--- src/rtl/fifo_async_circular.sv ---
// Single-clock circular-buffer FIFO with wrap-bit pointers and registered read data.
// Optional sticky overflow/underflow outputs when FIFO_ASYNC_CIRCULAR_ERR_FLAGS_EN is defined.
module fifo_async_circular #(
  parameter int DEPTH = 16,
  parameter int WIDTH = 8,
  localparam int AW = $clog2(DEPTH)
) (
  input  logic             clk,
  input  logic             rst_in,
  input  logic             write_in,
  input  logic [WIDTH-1:0] data_write_in,
  input  logic             read_in,
  output logic [WIDTH-1:0] data_read_out,
  output logic             full_out,
  output logic             empty_out,
`ifdef FIFO_ASYNC_CIRCULAR_ERR_FLAGS_EN
  output logic             overflow_out,
  output logic             underflow_out,
`endif
  output logic [AW:0]      level_out
);

  logic [WIDTH-1:0] mem_q [DEPTH];
  logic [AW:0]      wr_ptr_q, wr_ptr_d;
  logic [AW:0]      rd_ptr_q, rd_ptr_d;
  logic [WIDTH-1:0] rd_data_q, rd_data_d;
  logic             wr_en, rd_en;

  // Pointers carry one extra wrap bit so full and empty are distinguishable.
  always_comb begin
    empty_out = (wr_ptr_q == rd_ptr_q);
    full_out  = (wr_ptr_q[AW-1:0] == rd_ptr_q[AW-1:0]) && (wr_ptr_q[AW] != rd_ptr_q[AW]);
    level_out = wr_ptr_q - rd_ptr_q;
    wr_en     = write_in && !full_out;
    rd_en     = read_in && !empty_out;
    wr_ptr_d  = wr_ptr_q + {{AW{1'b0}}, wr_en};
    rd_ptr_d  = rd_ptr_q + {{AW{1'b0}}, rd_en};
    rd_data_d = rd_data_q;
    if (rd_en) rd_data_d = mem_q[rd_ptr_q[AW-1:0]];
  end

  always_ff @(posedge clk) begin
    if (rst_in) begin
      wr_ptr_q  <= '0;
      rd_ptr_q  <= '0;
      rd_data_q <= '0;
    end else begin
      wr_ptr_q  <= wr_ptr_d;
      rd_ptr_q  <= rd_ptr_d;
      rd_data_q <= rd_data_d;
    end
  end

  // Storage is never cleared; reset only discards it by rewinding the pointers.
  always_ff @(posedge clk) begin
    if (!rst_in && wr_en) mem_q[wr_ptr_q[AW-1:0]] <= data_write_in;
  end

  assign data_read_out = rd_data_q;

`ifdef FIFO_ASYNC_CIRCULAR_ERR_FLAGS_EN
  logic ovf_q, ovf_d;
  logic unf_q, unf_d;

  always_comb begin
    ovf_d = ovf_q | (write_in & full_out);
    unf_d = unf_q | (read_in & empty_out);
  end

  always_ff @(posedge clk) begin
    if (rst_in) begin
      ovf_q <= 1'b0;
      unf_q <= 1'b0;
    end else begin
      ovf_q <= ovf_d;
      unf_q <= unf_d;
    end
  end

  assign overflow_out  = ovf_q;
  assign underflow_out = unf_q;
`endif

endmodule

--- config.mk ---
export PLATFORM = sky130hd
export DESIGN_NAME = fifo_async_circular
export DESIGN_NICKNAME = d
export VERILOG_FILES = /design/src/rtl/fifo_async_circular.sv
export SDC_FILE = /design/constraint.sdc
export NUM_CORES = 1
export LEC_CHECK = 0
export CAP_MARGIN = 5
export CORE_ASPECT_RATIO = 1.2
export CORE_MARGIN = 10
export CORE_UTILIZATION = 64
export DETAILED_ROUTE_END_ITERATION = 8
export GPL_ROUTABILITY_DRIVEN = 0
export PLACE_DENSITY = 0.84
export SYNTH_ARGS = -nofsm -noshare
export SYNTH_HDL_FRONTEND = slang
export SYNTH_SLANG_ARGS = --single-unit
--- constraint.sdc ---
create_clock -name clk -period 6.6 [get_ports clk]
set_input_delay 1.98 -clock clk [delete_from_list [all_inputs] [get_ports clk]]
set_output_delay 1.98 -clock clk [all_outputs]
set_load 0.02 [all_outputs]
Yosys cells after proc, flatten, opt, wreduce, memory -nomap -nowiden
Memory sizes are Yosys's and may differ from the RTL's. A register that Yosys moved wholly into a read port is not among the register bits.
Cells that the tools add are included.
{"block": "totals", "register_bits": 10, "ramBits": 128, "inputBits": 12, "output_inout_bits": 15, "wordCells": 18, "mem_count": 1}
{"memory": "mem_q", "words": 16, "width": 8, "rd": 1, "rd_clocked_by_memory_dff": 1, "write_ports": 1, "line": "23", "text": "logic [WIDTH-1:0] mem_q [DEPTH];"}
{"block": "op_classes", "add_sub_neg": 3, "eq_ne": 3, "n_mux": 2, "n_reduce_logical": 7}
{"op": "5-bit by 1-bit adder with 5-bit output", "count": 2}
{"op": "5-bit equality test", "count": 1}
{"op": "5-bit subtractor", "count": 1}
{"op": "4-bit equality test", "count": 1}
{"op": "1-bit logical AND", "count": 4}
{"op": "1-bit zero test", "count": 3}
{"op": "1-bit 2-to-1 mux", "count": 2}
{"op": "1-bit != test", "count": 1}

Longest topological paths before layout
Gate-level depths: netlist of the first run.
{"block": "depth", "ltp_word": 7, "mapped_depth": 12, "mapped_depth_nobuf": 10}

Worst setup path after synthesis of the first run
Ideal clock, no wire load.
{"block": "synth_timing", "kind": "input -> register", "start": "in rst_in", "end": "mem mem_q[2][0], enable pin", "setup_ps": 383, "arrival_ps": 3307, "required_time_ps": 6217, "path_slack_ps": 2909, "stages": 3, "path_buffers": 1, "path_cell_list": "clkbuf_1 > or4_1 > nor3_1"}
{"block": "synth_via", "elab_chain_cells": 4}
{"element": "from (decl)", "line": "9", "text": "input logic rst_in,"}
{"element": "1-bit zero test", "line": "56", "text": "if (!rst_in && wr_en) mem_q[wr_ptr_q[AW-1:0]] <= data_write_in;"}
{"element": "1-bit logical AND", "line": "56"}
{"element": "1-bit 2-to-1 mux", "line": "56"}
{"element": "1-bit 2-to-1 mux (not written as such)", "line": "56"}
{"element": "to (decl)", "line": "23"}
No other way between the ends.

Worst setup path after layout of the first run
{"block": "layout_timing", "start": "reg rd_ptr_q[1]", "end": "out level_out[4]"}
{"block": "layout_via", "elab_chain_cells": 1}
{"element": "from (decl)", "line": "25", "text": "logic [AW:0] rd_ptr_q, rd_ptr_d;"}
{"element": "from (signal assigned)", "line": "49", "text": "rd_ptr_q <= rd_ptr_d;"}
{"element": "5-bit subtractor", "line": "33", "text": "level_out = wr_ptr_q - rd_ptr_q;"}
{"element": "to (decl)", "line": "20", "text": "output logic [AW:0] level_out"}
No other way between the ends.

==> impl_metrics.toml, run 1 <==
[placed_design]
placed_area_um2 = 6120
port-buffer-count = 26
post-place-ws_ns = 1.66
hpwl_um = 7330

[floorplanning]
floorplan.die.width_um = 107
floorplan.die.height_um = 124
fp.dieArea_um2 = 13300
core_region_area_um2 = 8940
ios = 27
start_util_pct = 65.0
std_cell_rows = 38

[route]
detail_route.drc_violations = 0
wire_length_on_met2_um = 6180
first_pass_iters = 5
vias = 3179
wl_met3_um = 1070
routed_via_density = 6.33
met1_length_um = 4770
initial_detailed_routing_violation_count = 336
routedWlPerCell_um = 24.5
finalWirelength_um = 12300
route.antenna.remaining_nets = 0
top_layer = "met4"

[clock_network]
cts_buffer_depth = 2
cts_htree_levels = 4
cts_hold_buffers = 0
post_cts_resized = 0
cts_post_setup_buffers_inserted = 0
clock_latency_ns = 0.52
cts_tree = "done"
clock_sinks = 146
clk_pin_slew_ns = 0.06
numCtsBuffers = 17
root_buffer = "sky130_fd_sc_hd__clkbuf_8"

[timing]
timing.final.max_slew_violations = 0
final_hold_viol_count = 0
total_of_endpoints_with_negative_setup_slack_in_the_final_report = 0
timing.setup.tns_ns = 0
timing.clock.skew_ns = 0.00614
final_critical_path_setup_slack_ns = 1.48
max_slew.worst_pin.slew_ns = 1.19
slew_headroom_pct = 20.2
grt_setup_unrepaired = "no"
final.period_utilization_pct = 77.7
timing.fmax_ghz = 0.195
layout_min_cycle_time_ns = 5.12

[grt]
grt_start_max_net_pins = 50
via_count_of_the_first_global_routing_pass = 3182
grt_use_total_pct = 19.1
antenna_found_initial = 0
global_route_wire_length_before_repair_um = 18700
grt_overflow = 0

[critical_path]
worst-setup-path-type = "register to output port"
worstSetupEndpointType = "output port"
critical_path.n_buffers_inverters = 2
cp.arrival_ns = 3.14
crit_path_max_incr_delay_ns = 1.06
cp_slowest_cell = "sky130_fd_sc_hd__dfxtp_1"
largest_fanout_on_the_critical_path = 24
cp_data_required_time_ns = 4.62
critPathLaunchType = "register"
cp_cell_sequence = "fa_1 -> inv_1 -> a21o_1 -> a21oi_1 -> xnor2_1 -> clkdlybuf4s50_1"
critical_path.top_delay_family = "flip-flops"

[final_layout]
final.fill_count = 545
flow.area_growth_from_synthesis_pct = 14.8
post-route-cell-area_um2 = 6670
fin_util_pct = 74.6
design.final.nets = 390
post_route_cells_drive_above_1_share_pct = 11.0
num_antenna_cells = 0

[pwr]
leakage_nw = 2.11
internal_power_mw = 1.71
power_mw = 2.25
peakVddDrop_v = 0.000224
sequentialPowerShare_pct = 46.5
netSwitchingPower_uw = 536
share_comb_of_total_power_pct = 14.9
clock_power_share_pct = 38.7
switching_share_pct = 23.9
power-per-cell-area_nw_per_um2 = 337

[logic_synthesis]
synth_cell_type_count = 35
proportion_of_netlist_area_held_by_the_largest_area_contributor_pct = 66.2
sequential_fraction_of_the_synthesis_area_pct = 72.4
synth.cell_area_um2 = 5810
netlist_instances = 340
synthesis.yosys.warnings = 0
synth_top_cell_by_area = "sky130_fd_sc_hd__edfxtp_1"
synth.net_count = 361
ys_ff_latch = 146
postSynthAreaPerCell_um2 = 17.1
synth_area_leaders = "sky130_fd_sc_hd__edfxtp_1 (66%), sky130_fd_sc_hd__dfxtp_1 (6.2%), sky130_fd_sc_hd__mux4_2 (5.8%)"

[run_status]
outcome = "finished, final reports clean"

[min_path]
holdCritPathClass = "register to register"

[flow_run]
cap_violations = 0
## cell usage in the layout (no fill, tap or decap), types with 4 or more instances in the layout
| cell type | synthesis | final |
|---|---|---|
| sky130_fd_sc_hd__a311oi_1 | 8 | 8 |
| sky130_fd_sc_hd__xnor2_1 | 7 | 7 |
| sky130_fd_sc_hd__clkinv_1 | 0 | 4 |
| sky130_fd_sc_hd__inv_1 | 10 | 10 |
| sky130_fd_sc_hd__nor2_1 | 29 | 29 |
| sky130_fd_sc_hd__edfxtp_1 | 128 | 128 |
| sky130_fd_sc_hd__o22ai_1 | 8 | 8 |
| sky130_fd_sc_hd__o21ai_1 | 8 | 8 |
| sky130_fd_sc_hd__a21oi_1 | 10 | 10 |
| sky130_fd_sc_hd__a221oi_1 | 8 | 8 |
| sky130_fd_sc_hd__dfxtp_1 | 18 | 17 |
| sky130_fd_sc_hd__clkbuf_16 | 0 | 16 |
| sky130_fd_sc_hd__nor2b_1 | 5 | 5 |
| sky130_fd_sc_hd__mux4_2 | 15 | 15 |
| sky130_fd_sc_hd__xor2_1 | 4 | 4 |
| sky130_fd_sc_hd__nor3_1 | 4 | 4 |
| sky130_fd_sc_hd__or4_1 | 4 | 4 |
| sky130_fd_sc_hd__mux2i_1 | 32 | 32 |
| sky130_fd_sc_hd__ha_1 | 8 | 8 |
| sky130_fd_sc_hd__clkdlybuf4s50_1 | 0 | 26 |
## path summary, 6_finish.rpt
path | from | depth (start not counted) | slack (ns) | to
worst max-delay path | rd_ptr_q[1] | 6 | 1.48 | level_out[4]
worst min-delay path | data_read_out[1] | 2 | 0.51 | data_read_out[1]
worst max register to register | rd_ptr_q[1] | 6 | 2.78 | mem_q[0][2]
worst min register to register | data_read_out[1] | 2 | 0.51 | data_read_out[1]
## registers in the layout, indices dropped and copies added, names as in the netlist
name	count
mem_q	128
data_read_out	8
rd_ptr_q	5
wr_ptr_q	5
## worst reg2reg max path, cell delays in order (launching register included)
cell and delay, ns:
sky130_fd_sc_hd__dfxtp_1 1.06, sky130_fd_sc_hd__inv_1 0.14, sky130_fd_sc_hd__ha_1 0.34, sky130_fd_sc_hd__nand4_1 0.19
sky130_fd_sc_hd__o21ai_1 0.21, sky130_fd_sc_hd__or4_1 0.57, sky130_fd_sc_hd__nor3_1 0.93
## metal layers
| layer | vias up | track usage (%) |
|---|---|---|
| li1 | 1393 | - |
| met3 | 29 | 4.09 |
| met2 | 211 | 31.1 |
| met4 | 0 | 9.50 |
| met5 | - | 0 |
| met1 | 1546 | 23.4 |
## through the flow
stage               cells  hold slack [ns]
floorplan             340            0.538
global placement      470            0.497
detailed placement    470            0.495
CTS                   502            0.502
global route          502            0.541
finish                502            0.510
## kinds of logic after synthesis
kind of cell,share of synthesized area (%)
DFF,72.4
muxes,11.8
AOI/OAI and AO/OA,5.30
xor gates and xnor gates,1.66
adders and majority gates,2.07
and+or+nand+nor,4.37
buffers and inverters,2.43
## final cells by class
type / instances / area, um^2 / area share (%)
Inverter: 10 / 37.5 / 0.563
Clock buffer: 20 / 425 / 6.38
Multi-Input combinational cell: 167 / 1460 / 21.9
Tap cell: 120 / 150 / 2.25
Timing Repair Buffer: 27 / 268 / 4.02
Sequential cell: 146 / 4210 / 63.1
Clock inverter: 12 / 116 / 1.75
## power groups by stage
stage	Sequential (mW)	Clock, mW	Combinational, mW
CTS	1.04	0.873	0.335
finish	1.04	0.868	0.334
floorplan	1.07	0	0.221
global placement	1.06	0	0.321
global route	1.05	0.914	0.354
detailed placement	1.06	0	0.328
## synthesized netlist by cell type
library cell and n:
sky130_fd_sc_hd__dfxtp_1 18, sky130_fd_sc_hd__xor2_1 4, sky130_fd_sc_hd__nand3_1 3, sky130_fd_sc_hd__nor2_1 29, sky130_fd_sc_hd__clkbuf_1 6, sky130_fd_sc_hd__nor2b_1 5, sky130_fd_sc_hd__a21oi_1 10, sky130_fd_sc_hd__nor3_1 4
sky130_fd_sc_hd__nand4_1 1, sky130_fd_sc_hd__mux2i_1 32, sky130_fd_sc_hd__and2_1 1, sky130_fd_sc_hd__a21o_1 2, sky130_fd_sc_hd__ha_1 8, sky130_fd_sc_hd__nand2b_1 2, sky130_fd_sc_hd__a221oi_1 8, sky130_fd_sc_hd__or3b_1 1
sky130_fd_sc_hd__o22ai_1 8, sky130_fd_sc_hd__xnor2_1 7, sky130_fd_sc_hd__o21a_1 1, sky130_fd_sc_hd__o21ai_0 1, sky130_fd_sc_hd__a311oi_1 8, sky130_fd_sc_hd__buf_2 4, sky130_fd_sc_hd__edfxtp_1 128, sky130_fd_sc_hd__mux4_2 15
sky130_fd_sc_hd__or4_1 4, sky130_fd_sc_hd__fa_1 1, sky130_fd_sc_hd__mux4_1 1, sky130_fd_sc_hd__o21ai_1 8, sky130_fd_sc_hd__buf_12 1, sky130_fd_sc_hd__buf_4 1, sky130_fd_sc_hd__nand3b_1 1, sky130_fd_sc_hd__inv_1 10
sky130_fd_sc_hd__nand2_1 2, sky130_fd_sc_hd__buf_6 2, sky130_fd_sc_hd__buf_1 3
Note: power is estimated with default switching activity, not from simulation.
==> run 2: changes to the inputs <==
- CORE_UTILIZATION: 64 -> 59
- PLACE_DENSITY: 0.84 -> 0.78
- clock period: 6.6 -> 4.8 ns (I/O delays scaled with it)
==> run 2 against run 1 <==
Net effect:
- die area up 7.0%
- sequential share of layout area down 0.89 points
- clock skew up 0.0032 ns
- global-route usage decreased by 1.1 points
- critical endpoint unchanged
- highest routed layer unchanged
==> impl_metrics.toml, run 2 (synthesized netlist as in run 1, its figures left out) <==
[timing]
grt_setup_unrepaired = "no"
slew_headroom_pct = 42.9
timing.final.max_slew_violations = 0
layout_min_cycle_time_ns = 4.01
final_hold_viol_count = 0
total_of_endpoints_with_negative_setup_slack_in_the_final_report = 0
timing.fmax_ghz = 0.249
timing.clock.skew_ns = 0.00934
max_slew.worst_pin.slew_ns = 0.857
timing.setup.tns_ns = 0
final.period_utilization_pct = 83.5

[grt]
antenna_found_initial = 0
gr-max-usage-layer = "met2"
met2_usage_pct = 26.8
global_route_wire_length_before_repair_um = 19200
grt_overflow = 0
met1_track_utilization_from_global_routing_pct = 23.1
grt_use_total_pct = 18.0
via_count_of_the_first_global_routing_pass = 3223
global_route.usage.met3_pct = 5.58
grt_start_max_net_pins = 50

[min_path]
worstHoldEndpoint = "data_read_out[4]"
holdCritPathClass = "register to register"
hold_path_startpoint = "data_read_out[4]"
hold-path-cell-count = 2

[critical_path]
critPathLaunchType = "register"
r2r_setup_slack_ns = 1.84
largest_fanout_on_the_critical_path = 9
regToRegEndpoint = "mem_q[13][4]"
cp_data_required_time_ns = 3.36
worst-setup-path-type = "register to output port"
worst_r2r_start = "rd_ptr_q[3]"
r2r_cells = 6
cp.arrival_ns = 2.57
worstSetupEndpointType = "output port"

[clock_network]
post_cts_resized = 0
cts_buffer_depth = 2
clk_pin_slew_ns = 0.06
clock_latency_ns = 0.42
cts_hold_buffers = 0
cts_tree = "done"
numCtsBuffers = 17
cts_htree_levels = 4
cts_post_setup_buffers_inserted = 0
root_buffer = "sky130_fd_sc_hd__clkbuf_16"
clock_sinks = 146

[route]
routedWlPerCell_um = 24.6
initial_detailed_routing_violation_count = 255
finalWirelength_um = 12600
vias = 3213
route.antenna.remaining_nets = 0
detail_route.drc_violations = 0
routed_via_density = 6.29
first_pass_iters = 5

[final_layout]
most_frequent_standard_cell_in_the_layout_excluding_fill_and_tap_cells = "sky130_fd_sc_hd__edfxtp_1"
mostFrequentLayoutCells = "sky130_fd_sc_hd__edfxtp_1 (128), sky130_fd_sc_hd__mux2i_1 (32), sky130_fd_sc_hd__nor2_1 (29), sky130_fd_sc_hd__clkdlybuf4s50_1 (26)"
largest_register_ffs = 128
post-route-cell-area_um2 = 6760
num_antenna_cells = 0
flow.area_growth_from_synthesis_pct = 16.4
post_route_cells_drive_above_1_share_pct = 13.9
design.final.nets = 396

[floorplanning]
std_cell_rows = 39
floorplan.die.height_um = 129
floorplan.die.width_um = 111
core_region_area_um2 = 9560
start_util_pct = 60.7
ios = 27
fp.dieArea_um2 = 14200

[flow_run]
cap_violations = 0

[pwr]
power-per-cell-area_nw_per_um2 = 470
leakage_nw = 2.16
peakVddDrop_v = 0.000322

[placed_design]
placed_area_um2 = 6170
hpwl_um = 7900
port-buffer-count = 26

[run_status]
outcome = "finished, final reports clean"
## run 2: changes by cell type in the layout (fill, tap and decap cells not counted), sizes merged
| cell | previous run | this run |
|---|---|---|
| clkbuf | 20 | 18 |
| clkinvlp | 3 | 5 |
| clkinv | 7 | 5 |
| inv | 10 | 12 |
| buf | 1 | 7 |
## run 2: how the worst max path moves through the flow
stage	from	endpoint	slack (ns)	depth (start not counted)
5_1_grt	rd_ptr_q[2]	level_out[4]	0.63	6
3_5_place_dp	rst_in	mem_q[13][7]	1.15	4
2_1_floorplan	rst_in	mem_q[2][0]	1.65	3
3_3_place_gp	rst_in	mem_q[13][7]	1.19	4
6_report	rd_ptr_q[2]	level_out[4]	0.79	6
4_1_cts	rd_ptr_q[2]	level_out[4]	0.79	6
## run 2: critical path, cell delays in order, from the launching register on
cell                              delay [ns]
sky130_fd_sc_hd__dfxtp_1                0.46
sky130_fd_sc_hd__inv_1                  0.21
sky130_fd_sc_hd__ha_1                   0.38
sky130_fd_sc_hd__a21o_1                 0.18
sky130_fd_sc_hd__a21oi_1                0.17
sky130_fd_sc_hd__xnor2_1                0.13
sky130_fd_sc_hd__clkdlybuf4s50_1        0.62
## run 2: layout make-up
cell class	count	area (um^2)
sequential	146	4210
fill	607	2800
multi-input combinational	167	1460
clock buffer	18	429
timing repair buffer	33	313
clock inverter	14	159
tap	123	154
inverter	10	37.5
## run 2: where the power goes
part / leakage, nW / internal [mW] / switching, mW
Sequential: 1.30 / 1.41 / 0.0140
Clock: 0.269 / 0.770 / 0.515
Combinational: 0.588 / 0.213 / 0.258
## run 2: metal layers
metal / part of all wire (%) / routed length (um) / up-vias
li1: - / - / 1411
met1: 41 / 5210 / 1582
met2: 46 / 5780 / 191
met3: 9.2 / 1150 / 29
met4: 3.3 / 409 / 0
met5: 0 / 0 / -
## run 2: per-stage QoR
stage	util, %	cells	power [mW]	hold slack (ns)	worst slack (ns)
2_1_floorplan	-	340	1.77	0.538	1.65
3_3_place_gp	64.5	479	1.91	0.493	1.19
3_5_place_dp	64.5	479	1.92	0.492	1.15
4_1_cts	70.7	511	3.20	0.500	0.788
5_1_grt	70.7	511	3.29	0.521	0.625
6_report	70.7	511	3.18	0.499	0.790
==> run 3: changes to the inputs <==
- clock period: 4.8 -> 4 ns (I/O delays scaled with it)
==> run 3 against run 2 <==
Net effect:
- register-to-register slack worse by 0.66 ns
- hold slack gained 0.010 ns
- first-iteration DRC count is 3.9% lower
- clock power up 26%
- non-clock buffer count rose by 13
- sequential share of layout area shrank 1.2 points
- clock-buffer cell count is the same
- combinational power is 20% higher
- utilization up 1.3 points
- setup slack lost 0.60 ns
- cell count up 2.5%
- critical path type unchanged
- highest routed layer unchanged
==> impl_metrics.toml, run 3 (synthesized netlist as in run 1, its figures left out) <==
[min_path]
hold_path_startpoint = "data_read_out[6]"
hold-path-cell-count = 2
worstHoldEndpoint = "data_read_out[6]"
holdCritPathClass = "register to register"

[route]
routedWlPerCell_um = 23.7
vias = 3276
route.antenna.remaining_nets = 0
routed_via_density = 6.25
initial_detailed_routing_violation_count = 245
first_pass_iters = 7
finalWirelength_um = 12400
detail_route.drc_violations = 0

[timing]
final.period_utilization_pct = 95.1
final_hold_viol_count = 0
timing.setup.tns_ns = 0
max_slew.worst_pin.slew_ns = 0.866
slew_headroom_pct = 42.3
timing.final.max_slew_violations = 0
layout_min_cycle_time_ns = 3.81
grt_setup_unrepaired = "no"
timing.fmax_ghz = 0.263
total_of_endpoints_with_negative_setup_slack_in_the_final_report = 0
timing.clock.skew_ns = 0.00902
final_critical_path_setup_slack_ns = 0.195

[clock_network]
post_cts_resized = 0
clk_pin_slew_ns = 0.06
cts_tree = "done"
numCtsBuffers = 17
clock_latency_ns = 0.42
root_buffer = "sky130_fd_sc_hd__clkbuf_16"
clock_sinks = 146
cts_buffer_depth = 2
cts_hold_buffers = 0
cts_htree_levels = 4
cts_post_setup_buffers_inserted = 0

[final_layout]
post_route_cells_drive_above_1_share_pct = 17.0
flow.area_growth_from_synthesis_pct = 18.6
design.final.nets = 409
largest_register_ffs = 128
num_antenna_cells = 0
mostFrequentLayoutCells = "sky130_fd_sc_hd__edfxtp_1 (128), sky130_fd_sc_hd__mux2i_1 (32), sky130_fd_sc_hd__nor2_1 (29), sky130_fd_sc_hd__clkdlybuf4s50_1 (26), sky130_fd_sc_hd__buf_4 (20)"
final.fill_count = 596
most_frequent_standard_cell_in_the_layout_excluding_fill_and_tap_cells = "sky130_fd_sc_hd__edfxtp_1"

[critical_path]
worst_r2r_start = "rd_ptr_q[3]"
cp_slowest_cell = "sky130_fd_sc_hd__clkdlybuf4s50_1"
crit_path_max_incr_delay_ns = 0.62
r2r_cells = 7
r2r_setup_slack_ns = 1.18
cp_cell_sequence = "inv_1 -> ha_1 -> a21o_1 -> a21oi_1 -> xnor2_1 -> clkdlybuf4s50_1"
largest_fanout_on_the_critical_path = 9
regToRegEndpoint = "mem_q[0][1]"
cp_data_required_time_ns = 2.80
critPathLaunchType = "register"
cp.arrival_ns = 2.61
worstSetupEndpointType = "output port"
worst-setup-path-type = "register to output port"

[grt]
global_route_wire_length_before_repair_um = 19500
grt_start_max_net_pins = 50
grt_use_total_pct = 17.9
grt_overflow = 0
via_count_of_the_first_global_routing_pass = 3377
antenna_found_initial = 0

[floorplanning]
floorplan.die.height_um = 129
core_region_area_um2 = 9560
floorplan.die.width_um = 111
std_cell_rows = 39
ios = 27
fp.dieArea_um2 = 14200
start_util_pct = 60.7

[pwr]
switching_share_pct = 24.2
netSwitchingPower_uw = 945
share_comb_of_total_power_pct = 14.4
sequentialPowerShare_pct = 43.9
leakage_nw = 2.26
power-per-cell-area_nw_per_um2 = 566
internal_power_mw = 2.96
peakVddDrop_v = 0.000354
clock_power_share_pct = 41.7
power_mw = 3.90

[placed_design]
port-buffer-count = 26
post-place-ws_ns = 0.676
hpwl_um = 7690

[flow_run]
cap_violations = 0

[run_status]
outcome = "finished, final reports clean"
## run 3: final cells by class
type	instances	area, um^2	share of cell area [%]
well taps	123	154	2.23
inverters	10	37.5	0.545
repair buffers	46	410	5.96
multi-input cells	167	1460	21.2
clock buffers	18	439	6.37
clock inverters	14	180	2.62
flip-flops and latches	146	4210	61.0
## run 3: layer usage
metal	GRT usage [%]	up-vias	share of wire, %
met5	0	-	0
met4	9.13	0	3.1
met3	5.44	26	7.1
met2	28.5	162	50
met1	21.9	1652	40
li1	-	1436	-
## run 3: worst max-delay path by stage
stage	startpoint	end	slack, ns
6_report	rd_ptr_q[2]	level_out[4]	0.19
3_5_place_dp	rd_ptr_q[2]	level_out[4]	0.68
5_1_grt	rd_ptr_q[2]	level_out[4]	0.13
4_1_cts	rd_ptr_q[2]	level_out[4]	0.21
2_1_floorplan	rst_in	mem_q[2][0]	1.09
3_3_place_gp	rd_ptr_q[2]	level_out[4]	0.72
## run 3: per-stage QoR
stage,area (um^2),util (%),hold WS (ns),instances
final,6890,72.0,0.509,524
after global routing,6890,72.0,0.536,524
after CTS,6890,72.0,0.511,524
after detailed placement,6270,65.6,0.506,492
after global placement,6270,65.6,0.488,492
after floorplan,5810,-,0.538,340
## run 3: power by group through the flow
stage               Combinational (mW)  Clock, mW  Sequential, mW
floorplan                        0.365          0            1.76
global placement                 0.549          0            1.74
detailed placement               0.560          0            1.74
CTS                              0.567       1.64            1.71
global route                     0.606       1.70            1.71
finish                           0.563       1.63            1.71
## run 3: critical path: cells and delay by family, from the launching register on
kind | cells | cell delay [ns]
AO/OA/AOI/OAI | 2 | 0.35
flip-flops | 1 | 0.47
buffers and inverters | 2 | 0.85
adder cells (fa/ha/maj) | 1 | 0.39
XOR/XNOR | 1 | 0.13
